===== config.mk =====
export PLATFORM = sky130hd
export DESIGN_NAME = fetch_stage
export DESIGN_NICKNAME = d
export VERILOG_FILES = /design/src/rtl/fetch_pkg.sv /design/src/rtl/pc_reg.sv /design/src/rtl/fetch_stage.sv
export SDC_FILE = /design/constraint.sdc
export NUM_CORES = 1
export LEC_CHECK = 0
export CELL_PAD_IN_SITES_DETAIL_PLACEMENT = 0
export CELL_PAD_IN_SITES_GLOBAL_PLACEMENT = 1
export CORE_MARGIN = 10
export CORE_UTILIZATION = 33
export DETAILED_ROUTE_END_ITERATION = 12
export GPL_TIMING_DRIVEN = 0
export PLACE_DENSITY = 0.86
export SYNTH_ARGS = -nofsm -noshare
export SYNTH_HDL_FRONTEND = slang
export SYNTH_SLANG_ARGS = --single-unit

===== constraint.sdc =====
create_clock -name clk -period 2.11 [get_ports clk]
set_input_delay 0.3165 -clock clk [delete_from_list [all_inputs] [get_ports clk]]
set_output_delay 0.3165 -clock clk [all_outputs]
set_load 0.1 [all_outputs]

===== src/rtl/fetch_pkg.sv =====
// Shared definitions for the instruction fetch stage.
//   fetch_state_t : fetch controller states (BOOT, RUN, TRAP)
//   PC_INC        : byte distance between sequential instructions
//   ALIGN_MASK    : low PC bits that must be zero for a word-aligned target
package fetch_pkg;

  typedef enum logic [1:0] {
    BOOT = 2'd0,
    RUN  = 2'd1,
    TRAP = 2'd2
  } fetch_state_t;

  localparam int unsigned PC_INC     = 4;
  localparam logic [1:0]  ALIGN_MASK = 2'b11;

  // True when a byte address is not on a word boundary.
  function automatic logic is_misaligned(input logic [1:0] addr_lsb);
    return (addr_lsb & ALIGN_MASK) != 2'b00;
  endfunction

endpackage : fetch_pkg


===== src/rtl/pc_reg.sv =====
// Program counter register with next-PC selection.
//   clk, reset_n  : clock, async active-low reset (loads RESET_PC)
//   load_i        : take target_i as the next PC (redirect)
//   incr_i        : step to the next sequential instruction
//   target_i      : redirect byte address
//   pc_o          : current PC (registered)
//   pc_plus4_c    : pc_o + PC_INC, wrapping modulo 2^INS_ADDRESS (combinational)
module pc_reg
  import fetch_pkg::*;
#(
  parameter int unsigned INS_ADDRESS = 9,
  parameter int unsigned RESET_PC    = 0
) (
  input  logic                   clk,
  input  logic                   reset_n,
  input  logic                   load_i,
  input  logic                   incr_i,
  input  logic [INS_ADDRESS-1:0] target_i,
  output logic [INS_ADDRESS-1:0] pc_o,
  output logic [INS_ADDRESS-1:0] pc_plus4_c
);

  logic [INS_ADDRESS-1:0] pc_q;
  logic [INS_ADDRESS-1:0] pc_d;

  // Carry out of the top bit is dropped so the PC wraps to zero.
  assign pc_plus4_c = pc_q + INS_ADDRESS'(PC_INC);

  // Next-PC mux: redirect wins over sequential step; otherwise hold.
  always_comb begin
    pc_d = pc_q;
    if (load_i) begin
      pc_d = target_i;
    end else if (incr_i) begin
      pc_d = pc_plus4_c;
    end
  end

  always_ff @(posedge clk or negedge reset_n) begin
    if (!reset_n) begin
      pc_q <= INS_ADDRESS'(RESET_PC);
    end else begin
      pc_q <= pc_d;
    end
  end

  assign pc_o = pc_q;

endmodule : pc_reg


===== src/rtl/fetch_stage.sv =====
// Instruction fetch stage: PC generation plus the IF/ID pipeline slot.
//   clk, reset_n    : clock, async active-low reset
//   imem_ra         : byte address to instruction ROM (the PC register)
//   imem_rd         : instruction word returned by the ROM for imem_ra
//   redirect_valid  : branch/jump taken this cycle
//   redirect_pc     : redirect target byte address
//   out_valid       : IF/ID slot holds a valid instruction
//   out_ready       : decode accepts the slot this cycle
//   out_instr       : registered instruction
//   out_pc, out_pc4 : byte address of out_instr and that address + 4
//   trap            : sticky misaligned-redirect flag (cleared only by reset)
//   fetch_count     : saturating count of slots accepted by decode
module fetch_stage
  import fetch_pkg::*;
#(
  parameter int unsigned INS_ADDRESS = 9,
  parameter int unsigned INS_W       = 32,
  parameter int unsigned RESET_PC    = 0,
  parameter int unsigned CNT_W       = 16
) (
  input  logic                   clk,
  input  logic                   reset_n,
  output logic [INS_ADDRESS-1:0] imem_ra,
  input  logic [INS_W-1:0]       imem_rd,
  input  logic                   redirect_valid,
  input  logic [INS_ADDRESS-1:0] redirect_pc,
  output logic                   out_valid,
  input  logic                   out_ready,
  output logic [INS_W-1:0]       out_instr,
  output logic [INS_ADDRESS-1:0] out_pc,
  output logic [INS_ADDRESS-1:0] out_pc4,
  output logic                   trap,
  output logic [CNT_W-1:0]       fetch_count
);

  fetch_state_t state_q, state_d;

  logic                   valid_q, valid_d;
  logic [INS_W-1:0]       instr_q, instr_d;
  logic [INS_ADDRESS-1:0] opc_q, opc_d;
  logic [INS_ADDRESS-1:0] opc4_q, opc4_d;
  logic                   trap_q, trap_d;
  logic [CNT_W-1:0]       cnt_q, cnt_d;

  logic                   pc_load;
  logic                   pc_incr;
  logic [INS_ADDRESS-1:0] pc;
  logic [INS_ADDRESS-1:0] pc_plus4;
  logic                   advance;
  logic                   accept;

  pc_reg #(
    .INS_ADDRESS (INS_ADDRESS),
    .RESET_PC    (RESET_PC)
  ) u_pc_reg (
    .clk        (clk),
    .reset_n    (reset_n),
    .load_i     (pc_load),
    .incr_i     (pc_incr),
    .target_i   (redirect_pc),
    .pc_o       (pc),
    .pc_plus4_c (pc_plus4)
  );

  // The slot can take a new word when it is empty or being drained.
  assign advance = !valid_q || out_ready;
  assign accept  = valid_q && out_ready;

  // Next-state, slot and counter logic.
  always_comb begin
    state_d = state_q;
    valid_d = valid_q;
    instr_d = instr_q;
    opc_d   = opc_q;
    opc4_d  = opc4_q;
    trap_d  = trap_q;
    cnt_d   = cnt_q;
    pc_load = 1'b0;
    pc_incr = 1'b0;

    // Any accepted slot counts, including one leaving on a redirect edge.
    if (accept && (cnt_q != {CNT_W{1'b1}})) begin
      cnt_d = cnt_q + CNT_W'(1);
    end

    case (state_q)
      BOOT: begin
        state_d = RUN;
      end
      RUN: begin
        if (redirect_valid && is_misaligned(redirect_pc[1:0])) begin
          state_d = TRAP;
          trap_d  = 1'b1;
          valid_d = 1'b0;
        end else if (redirect_valid) begin
          // Flush the slot even when decode has not taken it yet.
          pc_load = 1'b1;
          valid_d = 1'b0;
        end else if (advance) begin
          valid_d = 1'b1;
          instr_d = imem_rd;
          opc_d   = pc;
          opc4_d  = pc_plus4;
          pc_incr = 1'b1;
        end
      end
      TRAP: begin
        valid_d = 1'b0;
        trap_d  = 1'b1;
      end
      default: begin
        state_d = BOOT;
      end
    endcase
  end

  always_ff @(posedge clk or negedge reset_n) begin
    if (!reset_n) begin
      state_q <= BOOT;
      valid_q <= 1'b0;
      instr_q <= '0;
      opc_q   <= '0;
      opc4_q  <= '0;
      trap_q  <= 1'b0;
      cnt_q   <= '0;
    end else begin
      state_q <= state_d;
      valid_q <= valid_d;
      instr_q <= instr_d;
      opc_q   <= opc_d;
      opc4_q  <= opc4_d;
      trap_q  <= trap_d;
      cnt_q   <= cnt_d;
    end
  end

  assign imem_ra     = pc;
  assign out_valid   = valid_q;
  assign out_instr   = instr_q;
  assign out_pc      = opc_q;
  assign out_pc4     = opc4_q;
  assign trap        = trap_q;
  assign fetch_count = cnt_q;

endmodule : fetch_stage


## Word level (Yosys, flattened, before mapping)

Index checks and enable logic that the tools add are counted.

| storage, ports and cells | value |
|---|---|
| flip-flop bits (word level) | 79 |
| input port bits | 45 |
| output and inout port bits | 77 |
| word-level logic and storage cells | 48 |

| cells by class | value |
|---|---|
| $add $sub $neg | 2 |
| equality and inequality tests | 5 |
| mux-type cells | 17 |
| bitwise operators | 3 |
| reduce and logical (&&, ||, !) cells | 13 |

Operators by type and width:

| operator | number |
|---|---|
| two-way mux 9 bit | 2 |
| adder 16 x 1 -> 16 bit (second input constant) | 1 |
| != test 16 bit (second input constant) | 1 |
| two-way mux 1 bit | 11 |
| adder 9 x 3 -> 9 bit (second input constant) | 1 |
| case mux 2 bit (3 select lines) | 1 |
| AND reduction 2 bit | 3 |
| nonzero test 2 bit | 3 |
| != test 4 bit (second input constant) | 1 |
| case mux 1 bit (2 select lines) | 2 |
| AND reduction 4 bit | 1 |
| logical AND 1 bit | 3 |
| NOT 1 bit | 3 |
| equality test 2 x 1 -> 1 bit (second input constant) | 1 |
| equality test 2 bit (second input constant) | 1 |
| zero test 2 bit | 1 |
| two-way mux 2 bit | 1 |
| != test 2 bit (second input constant) | 1 |
| zero test 1 bit | 1 |
| logical OR 1 bit | 1 |

## Longest topological paths before layout

Gate-level depths: netlist (run 1).

| depth | value |
|---|---|
| word-level depth | 8 |
| gate-level depth with buffers | 9 |

## Modules after synthesis

From an unflattened synthesis (run 1), not the netlist that was laid out.

| second synthesis, totals | value |
|---|---|
| cells, all modules | 263 |
| area total of the unflattened synthesis | 3,417.0 um^2 |

Modules (own cells, without submodules):

| module | instances | cells each | area an instance (um^2) |
|---|---|---|---|
| fetch_stage | 1 | 203 | 2,870.3 |
| pc_reg | 1 | 60 | 546.8 |

## Worst setup path after synthesis (run 1)

No wires, ideal clock.

| path | value |
|---|---|
| kind | register to register |
| start | register u_pc_reg.pc_q[2], in the netlist u_pc_reg.pc_o[2] |
| end | register u_pc_reg.pc_q[8], in the netlist u_pc_reg.pc_o[8] |
| arrival time | 2.165 ns |
| data required time | 1.983 ns |
| setup slack | -0.182 ns |
| cell stages (with the launch flop) | 6 |
| buffers on the path | 0 |
| clock period less this slack | 2.292 ns |
| cells stage by stage | dfrtp_1 -> ha_1 -> and3_1 -> nand3_1 -> a21bo_1 -> a221o_1 |

| between the ends | value |
|---|---|
| cells in the longest elaborated chain, start to end | 3 |

RTL lines:

| element | RTL line | text |
|---|---|---|
| start, declared | pc_reg.sv:23 | `logic [INS_ADDRESS-1:0] pc_q;` |
| start signal, assigned | pc_reg.sv:41 | `pc_q <= INS_ADDRESS'(RESET_PC);` |
| start signal, assigned | pc_reg.sv:43 | `pc_q <= pc_d;` |
| adder 9 x 3 -> 9 bit | pc_reg.sv:27 | `assign pc_plus4_c = pc_q + INS_ADDRESS'(PC_INC);` |
| two-way mux 9 bit | pc_reg.sv:34 | `end else if (incr_i) begin` |
| two-way mux 9 bit | pc_reg.sv:32 | `if (load_i) begin` |

No other way between the ends. The select of a mux whose other input is x is not followed.
A chain may end at the register's enable or synchronous reset.

## Worst setup path in the final report (run 1)

| path | value |
|---|---|
| start | register u_pc_reg.pc_q[7], in the netlist u_pc_reg.pc_o[7] |
| end | output imem_ra[7] |

RTL lines:

| element | RTL line | text |
|---|---|---|
| end, declared | fetch_stage.sv:23 | `output logic [INS_ADDRESS-1:0] imem_ra,` |

No word-level cell between the ends.

==> flow_summary.ini, run 1 <==
[outcome]
status = finished, final reports clean

[floorplan]
top_level_ports = 122
starting_density_of_the_core_pct = 34.0
chipHeight_um = 120
placeableCoreArea_mm2 = 0.00977
rows = 36
total_die_area_mm2 = 0.0145
die_width_um = 120

[cells_and_area]
antenna_cells = 0
stdcell_count = 613
nets = 525
syn2layout_area_growth_pct = 45.7
drive_gt1_share_pct = 10.0

[place]
numPortBuffers = 121
gp_routability_congestion = 0.792
place_inst = 596
detailed_place_hpwl_mm = 7.09

[global_routing]
maximum_number_of_pins_on_one_net_before_global_route_repair = 40
grt_util_met3_pct = 4.19
use_met2_pct = 21.6
grt_util_met1_pct = 16.2
wire_length_of_the_first_global_routing_pass_mm = 15.6
antenna_found_initial = 0
top_usage_layer = met2
first_global_vias = 3007
groute.usage.overall_pct = 13.2
gr-total-overflow = 0

[critical_path]
crit_chain = dlygate4sd2_1
timing.critical_path.required_ps = 1790
criticalPathCategory = flop to output port
critical_path.endpoint_type = output port
cp.arrival_ps = 1710
critical-path-top-delay-family = buffers and inverters
critical-path-max-stage-delay_ps = 900
critPathSlowestCell = sky130_fd_sc_hd__dlygate4sd2_1
timing.critical_path.fanout_max = 6
timing.critical_path.buf_inv = 1
cp-start-kind = flop

[sta]
setup-tns-final_ps = 0
period_share_pct = 96.3
final-setup-viol-count = 0
finalCriticalPeriod_ps = 2030
finalMaxSlewViolations = 0
fin_skew_ps = 9.67
worst_slew_margin_rel_pct = 31.6
finalHoldViolCount = 0
max_freq_mhz = 492
grt_setup_unrepaired = false
least_margin_pin_slew_ps = 1030

[synthesis]
ys_async_sr_fraction_pct = 100
syn-num-nets = 391
synth.yosys.warnings = 0
seq_total_area_yosys_pct = 58.0
post_synth_num_cell_types = 41
post_synth_instance_area_mm2 = 0.00332
syn-mean-instance-area_um2 = 9.75
synth-main-ff-cell = sky130_fd_sc_hd__dfrtp_1
instance_count_of_the_mapped_netlist = 341
ys_ff_latch = 77
synth-edff-count = 0

[clocking]
clock_path_buffers = 2
cts_num_sinks = 77
cts_max_level = 3
clock_latency_ps = 340
clk_transition_reported_paths_ps = 80
tritoncts_clock_tree = done
clockRootBuffer = sky130_fd_sc_hd__clkbuf_8
cts_inserted_buffers = 9

[route]
detail_route.drc_violations = 0
detail_route.first_pass.iterations = 4
vias_per_cell = 4.58
post_detailed_routing_wire_length_mm = 9.34
wl_per_cell_um = 15.2
remaining_number_of_nets_flagged_by_the_antenna_check_after_routing = 0
via_total_after_detailed_routing = 2806
first_iter_violations = 149

[hold_path]
min_path_type = flop to flop

[run]
max_cap_violations = 0
==> layout by cell type (no fill, tap or decap), drive strengths merged, types with 2 or more instances in the layout <==
cell type / netlist / layout
xnor2: 16 / 16
clkinv: 0 / 2
inv: 3 / 3
or2: 2 / 2
clkdlybuf4s15: 0 / 2
dlygate4sd2: 0 / 75
nand2: 143 / 143
and3: 4 / 4
dfrtp: 77 / 77
o21ai: 12 / 12
a221o: 3 / 3
nor3: 3 / 3
nor2b: 3 / 3
ha: 5 / 5
a21bo: 2 / 2
clkdlybuf4s50: 0 / 43
buf: 16 / 18
nor3b: 2 / 2
nor2: 8 / 8
xor2: 6 / 6
clkbuf: 1 / 11
clkinvlp: 0 / 3
and4: 3 / 3
a21oi: 3 / 3
nand4: 10 / 10
nand3: 6 / 6
==> area by class of cell <==
class | count | area (um2)
clock buffers | 10 | 138
plain buffers | 17 | 100
repair buffers | 123 | 1140
inverters | 3 | 11.3
fillers | 957 | 4930
flip-flops and latches | 77 | 1930
clock inverters | 6 | 62.6
multi-input cells | 244 | 1280
well taps | 133 | 166
==> cells in the mapped netlist (2+ instances only) <==
master	instances	area (um2)
sky130_fd_sc_hd__nand3_1	6	30.0
sky130_fd_sc_hd__and4_1	2	17.5
sky130_fd_sc_hd__dfrtp_1	77	1930
sky130_fd_sc_hd__buf_2	11	55.1
sky130_fd_sc_hd__o21ai_1	4	20.0
sky130_fd_sc_hd__ha_1	5	62.6
sky130_fd_sc_hd__a221o_1	3	30.0
sky130_fd_sc_hd__nand2_1	143	537
sky130_fd_sc_hd__buf_4	4	30.0
sky130_fd_sc_hd__o21ai_0	8	40.0
sky130_fd_sc_hd__nor3b_1	2	15.0
sky130_fd_sc_hd__inv_1	3	11.3
sky130_fd_sc_hd__nand4_1	10	62.6
sky130_fd_sc_hd__and3_1	4	25.0
sky130_fd_sc_hd__xnor2_1	16	140
sky130_fd_sc_hd__nor2b_1	3	18.8
sky130_fd_sc_hd__a21oi_1	3	15.0
sky130_fd_sc_hd__nor2_1	8	30.0
sky130_fd_sc_hd__nor3_1	2	10.0
sky130_fd_sc_hd__xor2_1	6	52.6
==> sequential cells by signal, summed over array words and instances (netlist names) <==
signal / count
fetch_count: 16
out_instr: 32
out_pc: 9
out_pc4: 7
out_valid: 1
state_q: 2
trap: 1
u_pc_reg.pc_o: 9
==> cell families after synthesis <==
family | synth area share [%]
AOI/OAI and AO/OA | 5.84
xor gates and xnor gates | 5.80
and+or+nand+nor | 24.5
buffers and inverters | 3.35
muxes | 0.640
adders and majority gates | 1.88
DFF | 58.0
==> per-stage QoR <==
stage	setup slack, ps	util (%)	cell area (um2)	hold slack (ps)
3_3_place_gp	-2350	48.2	4710	457
6_report	79.1	49.5	4840	471
2_1_floorplan	2.85	-	3330	20.9
5_1_grt	1.24	49.5	4840	490
3_5_place_dp	94.3	48.3	4720	327
4_1_cts	21.1	49.5	4840	477
==> worst paths after layout <==
kind,from,end,slack (ps),cells past startpoint
min reg2reg,out_instr[22]$_DFFE_PN0P_,out_instr[22]$_DFFE_PN0P_,470,2
max reg2reg,fetch_count[0]$_DFFE_PN0P_,fetch_count[1]$_DFFE_PN0P_,220,4
max,u_pc_reg.pc_o[7]$_DFFE_PN0P_,imem_ra[7],80,1
max in group asynchronous,reset_n,u_pc_reg.pc_o[3]$_DFFE_PN0P_,1020,3
min,out_instr[22]$_DFFE_PN0P_,out_instr[22]$_DFFE_PN0P_,470,2
min in group asynchronous,reset_n,fetch_count[7]$_DFFE_PN0P_,480,2
==> routing by layer <==
layer | wire length [um] | up-vias
met5 | 0 | -
met4 | 99 | 0
met3 | 616 | 10
met2 | 4490 | 70
met1 | 4140 | 1348
li1 | - | 1378
==> what timing repair did <==
item | 4_1_cts | 5_1_grt
endpoints found under the hold margin | 38 | 0
hold buffers | 1 | 0
endpoints found under the setup margin | 77 | 2
resized for setup | 77 | 2
buffers inserted | 0 | 0
Power of run 1 is left out: the tool's default activity adds up to more than one toggle a clock period on the data nets, which glitch-free logic cannot reach.
==> inputs of run 2 (changes only) <==
Settings changed: HOLD_SLACK_MARGIN from default to 0.05.
==> results of run 2 <==
Final layout, timing and power as in run 1 (identical DEF).
Power of run 2 is left out for the same reason.
==> patch 1, RTL diff (flow settings as in run 1) <==
Register the output `fetch_count` once more, cleared by the reset; this adds one clock of latency there. The other outputs are not delayed to match.
--- a/src/rtl/fetch_stage.sv
+++ b/src/rtl/fetch_stage.sv
@@ -140,7 +140,13 @@
   assign out_pc      = opc_q;
   assign out_pc4     = opc4_q;
   assign trap        = trap_q;
-  assign fetch_count = cnt_q;
+  always_ff @(posedge clk or negedge reset_n) begin
+    if (!reset_n) begin
+      fetch_count <= '0;
+    end else begin
+      fetch_count <= cnt_q;
+    end
+  end
 
 endmodule : fetch_stage
 
Behaviour: not the same (a bounded check fails within 4 cycles, from zero or initial values and one cycle with reset_n low).
==> patch 1 against run 1 <==
  * Design area grew 11%
  * Wire length grew 4.6%
  * The run now ends with hold timing left
  * Worst setup slack lost 0.020 ns
  * Synthesized area grew 13%
  * Sequential share of layout area grew 3.4 points
  * Cell count grew 5.5%
  * Critical path type unchanged
  * Sequential cell count grew 16
  * First-iteration DRC count grew 41%
Power is not shown: default switching activity piles up to over one toggle a cycle in this logic, so the estimate is an artifact.
==> patch 1: results (changes against run 1) <==
[run_status]
outcome=finished, violations left
violations=hold timing

[routing]
met1_length_microns=4470  ; +8.1%
via_per_inst=4.61  ; +0.76%
top_layer=met4
drtIter0Drc=210  ; +41%
drt-pass1-iter-count=4  ; unchanged
wl_per_cell_microns=15.1  ; -0.88%
dr_wl_met3_microns=651  ; +5.7%
wl_met2_microns=4510  ; +0.40%

[clocking]
root_buffer=clkbuf_16
htreeDepth=3  ; unchanged
cts_max_path_buffers=2  ; unchanged
clk_latency_ns=0.34  ; about the same

[sta]
finalHoldViolCount=5  ; +5
hold_ws_ns=-0.00332  ; -0.474 ns
fin_crit_ns=2.05  ; +0.0199 ns
max_slew_margin=0.306  ; -0.0105
finalSetupViolations=0  ; unchanged
finClkSkew_ns=0.00863  ; -0.00104 ns

[place]
place.gp.congestion=0.758  ; -4.4%
dp.final_hpwl_microns=7410  ; +4.5%
dp_slack_ns=-0.0889  ; -0.183 ns
dpl_cell_area_sq_mm=0.00518  ; +9.6%
place_inst=631  ; +5.9%
io_buffers=121  ; unchanged

[logic_synthesis]
syn_nets=419  ; +7.2%
synth.area.top_cells=dfrtp_1, nand2_1, xor2_1, ha_1, o21ai_0
yosysSeqAreaShare=0.619  ; +0.0387
ys_top_cells_by_count=nand2_1, dfrtp_1, nor2_1, xor2_1, o21ai_0
synth_cell_types=42  ; +2.4%
avgSynthCellArea_sq_um=10.2  ; +4.6%
yosys_warnings=0  ; unchanged

[cells_and_area]
fin_nets=552  ; +5.1%
fillers=1040  ; +8.7%
num_antenna_cells=0  ; unchanged
multiInputGateArea_sq_mm=0.00134  ; +3.9%
final_cells=647  ; +5.5%
drive_above_1_share=0.0927  ; -0.00730
largest_reg_flops=32  ; unchanged

[critical_path]
crit_fanout=7  ; +1
cpPeakStageDelay_ns=0.91
r2r_slack_ns=0.18  ; -0.04 ns
cpLargestDelayFamily=buffers and inverters
cpMaxStageDelayCell=dlygate4sd2_1
arrival_ns=1.73  ; +0.02 ns
crit_start=u_pc_reg.pc_o[6]$_DFFE_PN0P_
rr_worst_depth=9  ; +5
r2r_start=state_q[1]$_DFFE_PN0P_
r2r-end=out_instr[18]$_DFFE_PN0P_
critPathCapture=imem_ra[6]

[grt]
grt_pass1_vias=2946  ; -2.0%
gr-usage-met1=0.149  ; -0.0130
use_met3=0.0371  ; -0.00481
grt_start_max_net_pins=50  ; +25%
grt_pass1_wl_microns=15900  ; +1.7%
grt_usage=0.121  ; -0.0108
grtUsageMet2=0.194  ; -0.0222
antenna_found_initial=0  ; unchanged

[min_path]
min_path_type=in -> async

## patch 1: area by class of cell
class / count / share of cell area
buffer: 17 / 0.0165
clock buffer: 9 / 0.0418
clock inverter: 7 / 0.0142
inverter: 4 / 0.00279
multi-input combinational: 255 / 0.248
sequential: 93 / 0.433
tap: 140 / 0.0325
timing repair buffer: 122 / 0.212
## patch 1: what timing repair did
item                                    CTS  global route
pin swaps                                 0             0
gates resized for setup                  77             3
endpoints found under the setup margin   77            12
buffers inserted                          0             0
hold buffers                              0             0
## patch 1: cells by family after synthesis
| family | count (synthesis) | share of synthesized area |
|---|---|---|
| and+or+nand+nor | 200 | 0.237 |
| buffers and inverters | 21 | 0.0273 |
| AOI/OAI and AO/OA | 29 | 0.0499 |
| adders and majority gates | 5 | 0.0166 |
| xor gates and xnor gates | 18 | 0.0419 |
| DFF | 93 | 0.619 |
| muxes | 3 | 0.00865 |
==> patch 2, RTL diff (flow settings as in run 1) <==
Made on the original files. The parameter `INS_W` goes from 32 to 64.
--- a/src/rtl/fetch_stage.sv
+++ b/src/rtl/fetch_stage.sv
@@ -14,7 +14,7 @@
   import fetch_pkg::*;
 #(
   parameter int unsigned INS_ADDRESS = 9,
-  parameter int unsigned INS_W       = 32,
+  parameter int unsigned INS_W       = 64,
   parameter int unsigned RESET_PC    = 0,
   parameter int unsigned CNT_W       = 16
 ) (
Ports: changed (resized imem_rd and out_instr); port bits go from 122 to 186. No check against the original RTL was run, so the function may have changed too.
==> patch 2 against run 1 <==
  * Critical path depth is the same
  * Synthesized area grew 38%
  * Wire length grew 45%
  * Synthesized cell count grew 42%
  * Design area grew 42%
  * Count of clock-buffer cells in the layout shrank 1
  * Sequential cell count grew 32
  * Worst setup slack lost 0.022 ns
  * Largest cell class unchanged
  * Highest routed layer unchanged
Power is left out: the tool's default activity adds up to more than one toggle a clock period on the data nets, which glitch-free logic cannot reach.
==> patch 2: results (changes against run 1) <==
[place]
io_buffers=185  ; +53%
dp_slack_ns=-0.0735  ; -0.168 ns
place.gp.congestion=0.794  ; +0.23%
dpl_cell_area_sq_mm=0.00670  ; +42%
dp.final_hpwl_microns=10400  ; +47%

[grt]
grt_pass1_wl_microns=21100  ; +35%
gr-usage-met1=0.175  ; +0.0123
use_met3=0.0525  ; +0.0107
grt_usage=0.140  ; +0.00799

[cells_and_area]
fin_nets=763  ; +45%
fillers=1321  ; +38%
drive_above_1_share=0.0802  ; -0.0198
largest_reg_flops=64  ; +100%

[critical_path]
r2r_start=state_q[1]$_DFFE_PN0P_
critPathCapture=out_valid
r2r-end=u_pc_reg.pc_o[7]$_DFFE_PN0P_
r2r_slack_ns=0.18  ; -0.04 ns
arrival_ns=1.74  ; +0.03 ns
rr_worst_depth=6  ; +2
crit_fanout=8  ; +2
crit_start=out_valid$_DFFE_PN0P_

[logic_synthesis]
ys_top_cells_by_count=nand2_1, dfrtp_1, xor2_1
synth.area.top_cells=dfrtp_1, nand2_1, xor2_1, ha_1, buf_2
synth.area.mux_share=0.00464  ; -0.00176
syn_inst=483  ; +42%
synth-compound-area-share=0.0494  ; -0.00899
synth_xor_area_frac=0.0363  ; -0.0217
yosys.area_share.adder=0.0136  ; -0.00519
yosysSeqAreaShare=0.595  ; +0.0148

[routing]
dr_wl_met3_microns=1350  ; +120%
wl_per_cell_microns=15.7  ; +2.8%
vias=3962  ; +41%
met1_length_microns=5800  ; +40%

[run_status]
outcome=finished clean

[min_path]
hold_end=out_instr[17]$_DFFE_PN0P_
min-delay-start=out_instr[17]$_DFFE_PN0P_

[sta]
finClkSkew_ns=0.00973  ; +0.0000594 ns

[clocking]
cts_resized=109  ; +42%

==> patch 2: cell types whose count changed in the layout (fill, tap and decap cells not counted), moves of 5 or more <==
cell / run 1 / this run
a21oi_1: 3 / 8
clkbuf_16: 0 / 9
clkbuf_8: 10 / 0
clkdlybuf4s50_1: 43 / 75
dfrtp_1: 72 / 102
dlygate4sd2_1: 75 / 107
nand2_1: 143 / 237
nand4_1: 10 / 4
xnor2_1: 16 / 6
xor2_1: 6 / 13
==> patch 2: cell families after synthesis <==
kind of cell             count (synthesis)
multiplexers                             2
AND/OR/NAND/NOR                        284
AO/OA/AOI/OAI                           35
adder cells (fa/ha/maj)                  5
flip-flops                             109
buffers and inverters                   29
XOR/XNOR                                19
==> patch 2: final cells by class <==
class / count / area share
timing repair buffer: 187 / 0.255
buffer: 25 / 0.0238
multi-input combinational: 345 / 0.245
clock inverter: 7 / 0.0106
clock buffer: 9 / 0.0328
tap: 180 / 0.0328
inverter: 4 / 0.00218
sequential: 109 / 0.398
